$ cat src/rtl/rotl_engine_if.sv
// Request/result handshake bundle for the sequential left-rotate engine.
// The master drives requests and consumes results; the slave is the engine.
interface rotl_engine_if #(
    parameter int WIDTH = 8,
    parameter int AMT_W = 3
);
    logic             in_valid;
    logic             in_ready;
    logic [WIDTH-1:0] in_data;
    logic [AMT_W-1:0] in_amt;
    logic             out_valid;
    logic             out_ready;
    logic [WIDTH-1:0] out_data;
    logic             busy;

    modport master (
        output in_valid, in_data, in_amt, out_ready,
        input  in_ready, out_valid, out_data, busy
    );

    modport slave (
        input  in_valid, in_data, in_amt, out_ready,
        output in_ready, out_valid, out_data, busy
    );
endinterface

$ cat src/rtl/rotl_engine.sv
// Sequential left rotator: accepts a byte plus amount, rotates left by at most
// STEP_MAX positions per clock, then holds the result until it is taken.
//
// state  | meaning
// IDLE   | waiting for a request, in_ready high
// ROTATE | applying up to STEP_MAX positions per cycle, rem_q counts down
// DONE   | result valid, held until out_ready
module rotl_engine #(
    parameter int WIDTH    = 8,
    parameter int AMT_W    = 3,
    parameter int STEP_MAX = 3
) (
    input  logic           clk,
    input  logic           rst,
    rotl_engine_if.slave   rot_io
);

    typedef enum logic [1:0] {
        IDLE   = 2'd0,
        ROTATE = 2'd1,
        DONE   = 2'd2
    } state_t;

    localparam logic [AMT_W-1:0] STEP_L = AMT_W'(STEP_MAX);

    state_t           state_q;
    logic [WIDTH-1:0] data_q;
    logic [AMT_W-1:0] rem_q;
    logic             out_valid_q;
    logic [WIDTH-1:0] out_data_q;

    logic [AMT_W-1:0] step;
    logic [AMT_W-1:0] rem_d;
    logic [WIDTH-1:0] data_d;

    function automatic logic [WIDTH-1:0] rotl(input logic [WIDTH-1:0] d,
                                              input logic [AMT_W-1:0] s);
        logic [2*WIDTH-1:0] t;
        t = {d, d} << s;
        return t[2*WIDTH-1:WIDTH];
    endfunction

    always_comb begin
        step   = (rem_q > STEP_L) ? STEP_L : rem_q;
        rem_d  = rem_q - step;
        data_d = rotl(data_q, step);
    end

    always_ff @(posedge clk or posedge rst) begin
        if (rst) begin
            state_q     <= IDLE;
            data_q      <= '0;
            rem_q       <= '0;
            out_valid_q <= 1'b0;
            out_data_q  <= '0;
        end else begin
            case (state_q)
                IDLE: begin
                    if (rot_io.in_valid) begin
                        data_q <= rot_io.in_data;
                        rem_q  <= rot_io.in_amt;
                        // zero amount skips ROTATE and presents the input directly
                        if (rot_io.in_amt == '0) begin
                            state_q     <= DONE;
                            out_valid_q <= 1'b1;
                            out_data_q  <= rot_io.in_data;
                        end else begin
                            state_q <= ROTATE;
                        end
                    end
                end
                ROTATE: begin
                    data_q <= data_d;
                    rem_q  <= rem_d;
                    if (rem_d == '0) begin
                        state_q     <= DONE;
                        out_valid_q <= 1'b1;
                        out_data_q  <= data_d;
                    end
                end
                DONE: begin
                    if (rot_io.out_ready) begin
                        out_valid_q <= 1'b0;
                        state_q     <= IDLE;
                    end
                end
                default: begin
                    state_q <= IDLE;
                end
            endcase
        end
    end

    assign rot_io.in_ready  = (state_q == IDLE) && !rst;
    assign rot_io.busy      = (state_q != IDLE);
    assign rot_io.out_valid = out_valid_q;
    assign rot_io.out_data  = out_data_q;

endmodule

$ cat src/flat_wrapper.sv
// flat-port wrapper written by rule: the top's interface ports become plain ports
module rotl_engine_flat 
#(
    parameter int WIDTH    = 8,
    parameter int AMT_W    = 3,
    parameter int STEP_MAX = 3
)
  (clk, rst, rot_io_in_valid, rot_io_in_data, rot_io_in_amt, rot_io_out_ready, rot_io_in_ready, rot_io_out_valid, rot_io_out_data, rot_io_busy);
  rotl_engine_if #(.WIDTH(WIDTH), .AMT_W(AMT_W)) rot_io_i ();
  input  logic clk;
  input  logic rst;
  input wire logic [$bits(rot_io_i.in_valid)-1:0] rot_io_in_valid;
  input wire logic [$bits(rot_io_i.in_data)-1:0] rot_io_in_data;
  input wire logic [$bits(rot_io_i.in_amt)-1:0] rot_io_in_amt;
  input wire logic [$bits(rot_io_i.out_ready)-1:0] rot_io_out_ready;
  output wire logic [$bits(rot_io_i.in_ready)-1:0] rot_io_in_ready;
  output wire logic [$bits(rot_io_i.out_valid)-1:0] rot_io_out_valid;
  output wire logic [$bits(rot_io_i.out_data)-1:0] rot_io_out_data;
  output wire logic [$bits(rot_io_i.busy)-1:0] rot_io_busy;
  assign rot_io_i.in_valid = rot_io_in_valid;
  assign rot_io_i.in_data = rot_io_in_data;
  assign rot_io_i.in_amt = rot_io_in_amt;
  assign rot_io_i.out_ready = rot_io_out_ready;
  assign rot_io_in_ready = rot_io_i.in_ready;
  assign rot_io_out_valid = rot_io_i.out_valid;
  assign rot_io_out_data = rot_io_i.out_data;
  assign rot_io_busy = rot_io_i.busy;
  rotl_engine #(.WIDTH(WIDTH), .AMT_W(AMT_W), .STEP_MAX(STEP_MAX)) u_core (.clk(clk), .rst(rst), .rot_io(rot_io_i));
endmodule
$ cat config.mk
export PLATFORM = sky130hd
export DESIGN_NAME = rotl_engine_flat
export DESIGN_NICKNAME = d
export VERILOG_FILES = /design/src/rtl/rotl_engine_if.sv /design/src/rtl/rotl_engine.sv /design/src/flat_wrapper.sv
export SDC_FILE = /design/constraint.sdc
export NUM_CORES = 1
export LEC_CHECK = 0
export BUFFER_PORTS_ARGS = -buffer_cell sky130_fd_sc_hd__buf_2
export CORE_UTILIZATION = 55
export DETAILED_ROUTE_END_ITERATION = 10
export HOLD_SLACK_MARGIN = 0.03
export PLACE_DENSITY = 0.85
export SYNTH_ARGS = -nofsm -noshare
export SYNTH_HDL_FRONTEND = slang
export SYNTH_SLANG_ARGS = --single-unit
$ cat constraint.sdc
create_clock -name clk -period 2.49 [get_ports clk]
set_input_delay 0.3735 -clock clk [delete_from_list [all_inputs] [get_ports clk]]
set_output_delay 0.3735 -clock clk [all_outputs]
set_load 0.02 [all_outputs]
# ---- Word-level counts from Yosys, hierarchy flattened
# Index checks and enable logic that the tools add are counted.
dict set report totals {
  ff_bits 22
  latchBits 0
  mem_bits_rw 0
  romBits 0
  elab_cells 45
  n_memories 0
}
dict set report op_classes {
  add_sub_neg 1
  n_mul 0
  div 0
  magnitude_cmp 1
  n_eq_ne 6
  n_shift 1
  muxes 19
  bitwise 0
  n_reduce_logical 12
}
# operator count
set op_table {}
lappend op_table {{two-way mux 8 bit} 4}
lappend op_table {{one-hot mux 8 bit (2 select lines)} 2}
lappend op_table {{left shift 16 x 3 -> 16 bit} 1}
lappend op_table {{two-way mux 2 bit} 4}
lappend op_table {{zero test 3 bit} 2}
lappend op_table {{two-way mux 3 bit} 2}
lappend op_table {{one-hot mux 2 bit (3 select lines)} 1}
lappend op_table {{one-hot mux 3 bit (2 select lines)} 1}
lappend op_table {{AND reduction 5 bit} 1}
lappend op_table {{two-way mux 1 bit} 4}
lappend op_table {{inequality test 2 x 1 -> 1 bit, second input constant} 2}
lappend op_table {{inequality test 2 bit, second input constant} 2}
lappend op_table {{AND reduction 4 bit} 1}
lappend op_table {{nonzero test 2 bit} 2}
lappend op_table {{greater-than comparator 3 x 2 -> 1 bit, second input constant} 1}
lappend op_table {{one-hot mux 1 bit (3 select lines)} 1}
lappend op_table {{AND reduction 3 bit} 1}
lappend op_table {{nonzero test 3 bit} 1}
lappend op_table {{subtractor 3 bit} 1}
lappend op_table {{== test 2 x 1 -> 1 bit, second input constant} 1}
lappend op_table {{== test 2 bit, second input constant} 1}
lappend op_table {{zero test 2 bit} 1}
lappend op_table {{AND reduction 2 bit} 1}
lappend op_table {{logical AND 1 bit} 1}
lappend op_table {{zero test 1 bit} 1}

# ---- Longest topological paths before layout
dict set report logic_depth {
  ltp_word 6
  depth_mapped 10
  mapped_depth_nobuf 7
}

# ---- Worst setup path before layout
# OpenSTA, ideal clock, no wires.
dict set report synth_path {
  path_type {reg-to-reg}
  start {register u_core.rem_q[1]}
  end {register u_core.out_valid_q (netlist: u_core.rot_io.out_valid)}
  t_arrival_ps 1773
  path_slack_ps 590
  stages_incl_launch_ff 9
  period_less_slack_ps 1900
  cell_sequence {dfrtp_1 -> buf_2 -> buf_2 -> nand2b_1 -> ha_1 -> nor2b_1 -> o221a_2 -> nand2_1 -> mux2_1}
}
dict set report synth_between {
  elab_chain_len 6
}
# item line_no
set synth_rtl {}
lappend synth_rtl {{start: declaration} rotl_engine.sv:28} ;# logic [AMT_W-1:0] rem_q;
lappend synth_rtl {{start signal: assignment} rotl_engine.sv:61} ;# rem_q <= rot_io.in_amt;
lappend synth_rtl {{start signal: assignment} rotl_engine.sv:74} ;# rem_q <= rem_d;
lappend synth_rtl {{greater-than comparator 3 x 2 -> 1 bit} rotl_engine.sv:44} ;# step = (rem_q > STEP_L) ? STEP_L : rem_q;
lappend synth_rtl {{two-way mux 3 bit} rotl_engine.sv:44}
lappend synth_rtl {{subtractor 3 bit *} rotl_engine.sv:45} ;# rem_d = rem_q - step;
lappend synth_rtl {{zero test 3 bit *} rotl_engine.sv:75} ;# if (rem_d == '0) begin
lappend synth_rtl {{inequality test 2 x 1 -> 1 bit (no source line) *} n/a}
lappend synth_rtl {{AND reduction 5 bit (no source line) *} n/a}
lappend synth_rtl {{end signal: assignment} rotl_engine.sv:54} ;# out_valid_q <= 1'b0;
lappend synth_rtl {{end signal: assignment} rotl_engine.sv:77} ;# out_valid_q <= 1'b1;
lappend synth_rtl {{end signal: assignment} rotl_engine.sv:83} ;# out_valid_q <= 1'b0;
lappend synth_rtl {{end: declaration} rotl_engine.sv:29} ;# logic out_valid_q;
# Mark *: on every way between the ends. The rest lies on a longest branch, timed or not.
# A chain may end at the register's enable or synchronous reset.

# ---- Worst setup path in the final report
dict set report layout_path {
  start {register u_core.rem_q[2]}
  end {register u_core.out_data_q[1] (netlist: u_core.rot_io.out_data[1])}
}
dict set report layout_between {
  elab_chain_len 6
  elab_cells_between_ends 9
  classes_between {1 x add/sub; 1 x order compare; 1 x eq/ne; 1 x shift; 3 x mux; 2 x reduce/logical}
}
# item line_no
set layout_rtl {}
lappend layout_rtl {{greater-than comparator 3 x 2 -> 1 bit} rotl_engine.sv:44}
lappend layout_rtl {{two-way mux 3 bit} rotl_engine.sv:44}
lappend layout_rtl {{subtractor 3 bit} rotl_engine.sv:45}
lappend layout_rtl {{zero test 3 bit} rotl_engine.sv:75}
lappend layout_rtl {{inequality test 2 x 1 -> 1 bit (no source line)} n/a}
lappend layout_rtl {{AND reduction 4 bit (no source line)} n/a}
lappend layout_rtl {{end signal: assignment} rotl_engine.sv:66} ;# out_data_q <= rot_io.in_data;
lappend layout_rtl {{end signal: assignment} rotl_engine.sv:78} ;# out_data_q <= data_d;
lappend layout_rtl {{end: declaration} rotl_engine.sv:30} ;# logic [WIDTH-1:0] out_data_q;
# Several ways; a longest one is shown, not always the timed one. The select of a mux whose other input is x is not followed.

==> metrics.md <==
| Metric | Value |
|---|---|
| YS warnings | `0` |
| Post-CTS Hold Fix Bufs | `0` |
| Final Power | `2347 uW` |
| Initial drt markers | `26` |
| RSZ-0062 raised after global routing | `false` |
| Gr busiest metal | `met2` |
| Status | `completed` |
| Combinational Power Share | `0.608` |
| First-pass GRT wire length | `5112 um` |
| Area grow syn2layout | `12.58%` |
| Pwr/cell area | `1465 nW/um2` |
| Total wire length | `3100 um` |
| Core Rows | `18` |
| CP Max Fanout | `16` |
| Yosys top cell area share | `0.3870` |
| Grt met1 use | `0.3417` |
| Asr flop ratio synth | `1.000` |
| Setup-failing EPs final | `0` |
| Drt wl/cell | `15.20 um` |
| Vias in the first global route | `1,115` |
| Most numerous cell in the Yosys netlist | `dfrtp_1` |
| Ys flop type | `dfrtp_1` |
| GRT met3 Usage | `0.04310` |
| TNS Setup | `0 ps` |
| Initial antenna violation count | `0` |
| Worst Path Arrival | `2190 ps` |
| Post-synthesis sequential area ratio | `0.3870` |
| PostCTS Resize Cnt | `0` |
| Worst Skew | `17.80 ps` |
| P_leak | `0.0007509 uW` |
| CTS tree | `done` |
| Clock Sink Count | `22` |
| Clk pwr share | `0.087` |
| Clock root buffer master | `clkbuf_4` |
| Largest net degree at the start of global routing | `23` |
| Worst Setup Path Type | `reg -> reg` |
| Commonest cells post-synth | `22 x dfrtp_1, 17 x nor2_1, 14 x nand2_1` |
| Core area | `2455 um2` |
| # IOs | `26` |
| Number of diodes | `0` |
| Via Count | `1,228` |
| Die area | `2794 um2` |
| Hold crit path type | `in -> async` |
| Max clock buf depth | `2` |
| Final hold vios | `0` |
| GRT overflow | `0` |
| Yosys cell types | `35` |
| Peak VDD IR | `0.0009839 V` |
| Chip width | `52.86 um` |
| Worst-Margin Slew | `820.5 ps` |
| FF+latch count, synth | `22` |
| Post-synth top area cell | `dfrtp_1` |
| Switch share | `0.4712` |
| EDFF count, synth | `0` |
| Internal power | `1241 uW` |
| Post-Syn Area per Cell | `9.548 um2` |
| IO buf count | `25` |
| Initial core utilization | `0.5795` |
| Worst setup EP type | `flip-flop` |
| DR vias/cell | `6.020` |
| CP Data Required Time | `2700 ps` |
| Worst skew pair latency | `330 ps` |
| Met2 Use GR | `0.4030` |
| Synth area leaders | `dfrtp_1 39%, a22o_1 4.9%, mux2i_1 4.9%, nor2_1 4.5%, nand2_1 3.7%` |
| Syn nets | `168` |
| Clock Pin Slew Worst Setup and Hold Paths | `130 ps` |
| Routed Antenna Nets | `0` |
| CTS H-tree depth | `1` |
| Drt first pass iters | `4` |
| Crit path launch type | `flip-flop` |
| Max Cap Violations | `0` |
| Slew margin rel. | `0.4524` |
| Post-synthesis cell area | `1423 um2` |
| Pins Over Slew Limit | `0` |
| Nets | `194` |
| Drt drc | `0` |
| Final Cycle Share | `0.7945` |
| Final min period | `1978 ps` |
| Share of cells above drive strength 1 | `0.2759` |
| Flop pwr share | `0.305` |
| Switching Power | `1106 uW` |
| Peak Freq | `505.5 MHz` |
| Post-CTS setup buffer count | `0` |
| GRT Total Usage | `0.2603` |
| DP Wirelength | `2281 um` |
| Synth Instances | `149` |
| Die height | `52.86 um` |
| Reg2Reg Setup Slack | `510 ps` |
| RD Place Congestion | `0.8701` |
| CTS Buf Count | `3` |
-- layout make-up --
| type | count | area [um2] |
|---|---|---|
| inverter | 8 | 30.03 |
| tap | 30 | 37.54 |
| fill | 189 | 853.3 |
| clock buffer | 4 | 36.28 |
| multi-input combinational | 109 | 777.0 |
| timing repair buffer | 31 | 170.2 |
| sequential | 22 | 550.5 |
-- cells by family (layout without fill, tap and decap cells) --
kind of cell | count (synthesis) | count (layout) | synth area share
flip-flops | 22 | 22 | 0.3870
multiplexers | 11 | 11 | 0.08091
AND/OR/NAND/NOR | 43 | 43 | 0.1495
buffers and inverters | 18 | 43 | 0.06684
adder cells (fa/ha/maj) | 4 | 4 | 0.03518
AO/OA/AOI/OAI | 51 | 51 | 0.2806
-- power by group through the flow --
| stage | clock (uW) | sequential (uW) | combinational [uW] |
|---|---|---|---|
| after global routing | 224 | 734 | 1580 |
| after floorplan | 0 | 733 | 1080 |
| after CTS | 209 | 708 | 1420 |
| after global placement | 0 | 701 | 1360 |
| final | 205 | 715 | 1430 |
| after detailed placement | 0 | 713 | 1420 |
-- through the flow --
stage / utilization / worst slack, ps / instance area (um2) / cells / hold slack, ps
after floorplan: - / 589.8 / 1423 / 149 / 362.7
after global placement: 0.6376 / 686.2 / 1565 / 200 / 464.3
after detailed placement: 0.6376 / 581.5 / 1565 / 200 / 467.0
after CTS: 0.6524 / 558.4 / 1602 / 204 / 220.9
after global routing: 0.6524 / 443.4 / 1602 / 204 / 260.7
final: 0.6524 / 511.7 / 1602 / 204 / 188.1
-- state kept, by name, summed over array words and instances (netlist names) --
register	count
u_core.rot_io.out_data	8
u_core.rot_io.out_valid	1
u_core.state_q	2
u_core.rem_q	3
u_core.data_q	8
-- worst max-delay path: stages (launching register included) --
cell and delay, ps:
dfrtp_1 610, nand2_1 150, ha_1 230, nor2b_1 150, o221ai_2 170, buf_4 250, nor2_1 80, a22o_1 190
-- per-layer routing --
layer	routed length, um	vias up	part of all wire
li1	-	588	-
met3	183	11	0.059
met2	1438	54	0.46
met5	0	-	0
met4	91	0	0.029
met1	1386	575	0.45
-- final timing paths --
kind	cells past startpoint	startpoint	endpoint
max in group asynchronous	2	rst	u_core.data_q[2]
min in group clk	3	rot_io_in_data[7]	u_core.rot_io.out_data[7]
worst max-delay path	7	u_core.rem_q[2]	u_core.rot_io.out_data[1]
worst min-delay path	2	rst	u_core.rem_q[1]
worst min register to register	2	u_core.rot_io.out_data[6]	u_core.rot_io.out_data[6]
worst max register to register	7	u_core.rem_q[2]	u_core.rot_io.out_data[1]
-- layout by cell type (no fill, tap or decap), types with 2 or more instances in the layout --
master     instances
buf_2             25
dfrtp_1           22
nor2_1            17
nand2_1           14
o21ai_0            9
inv_1              8
a21oi_1            8
a22o_1             8
mux2i_1            7
buf_4              6
nor2b_1            4
o21ai_1            4
o31ai_2            4
o31ai_1            4
ha_1               4
mux2_2             3
nand3b_1           3
clkbuf_4           3
a22oi_1            2
a221oi_2           2
nand2b_1           2
a2bb2oi_1          2
Note: power is estimated with default switching activity, not from simulation.
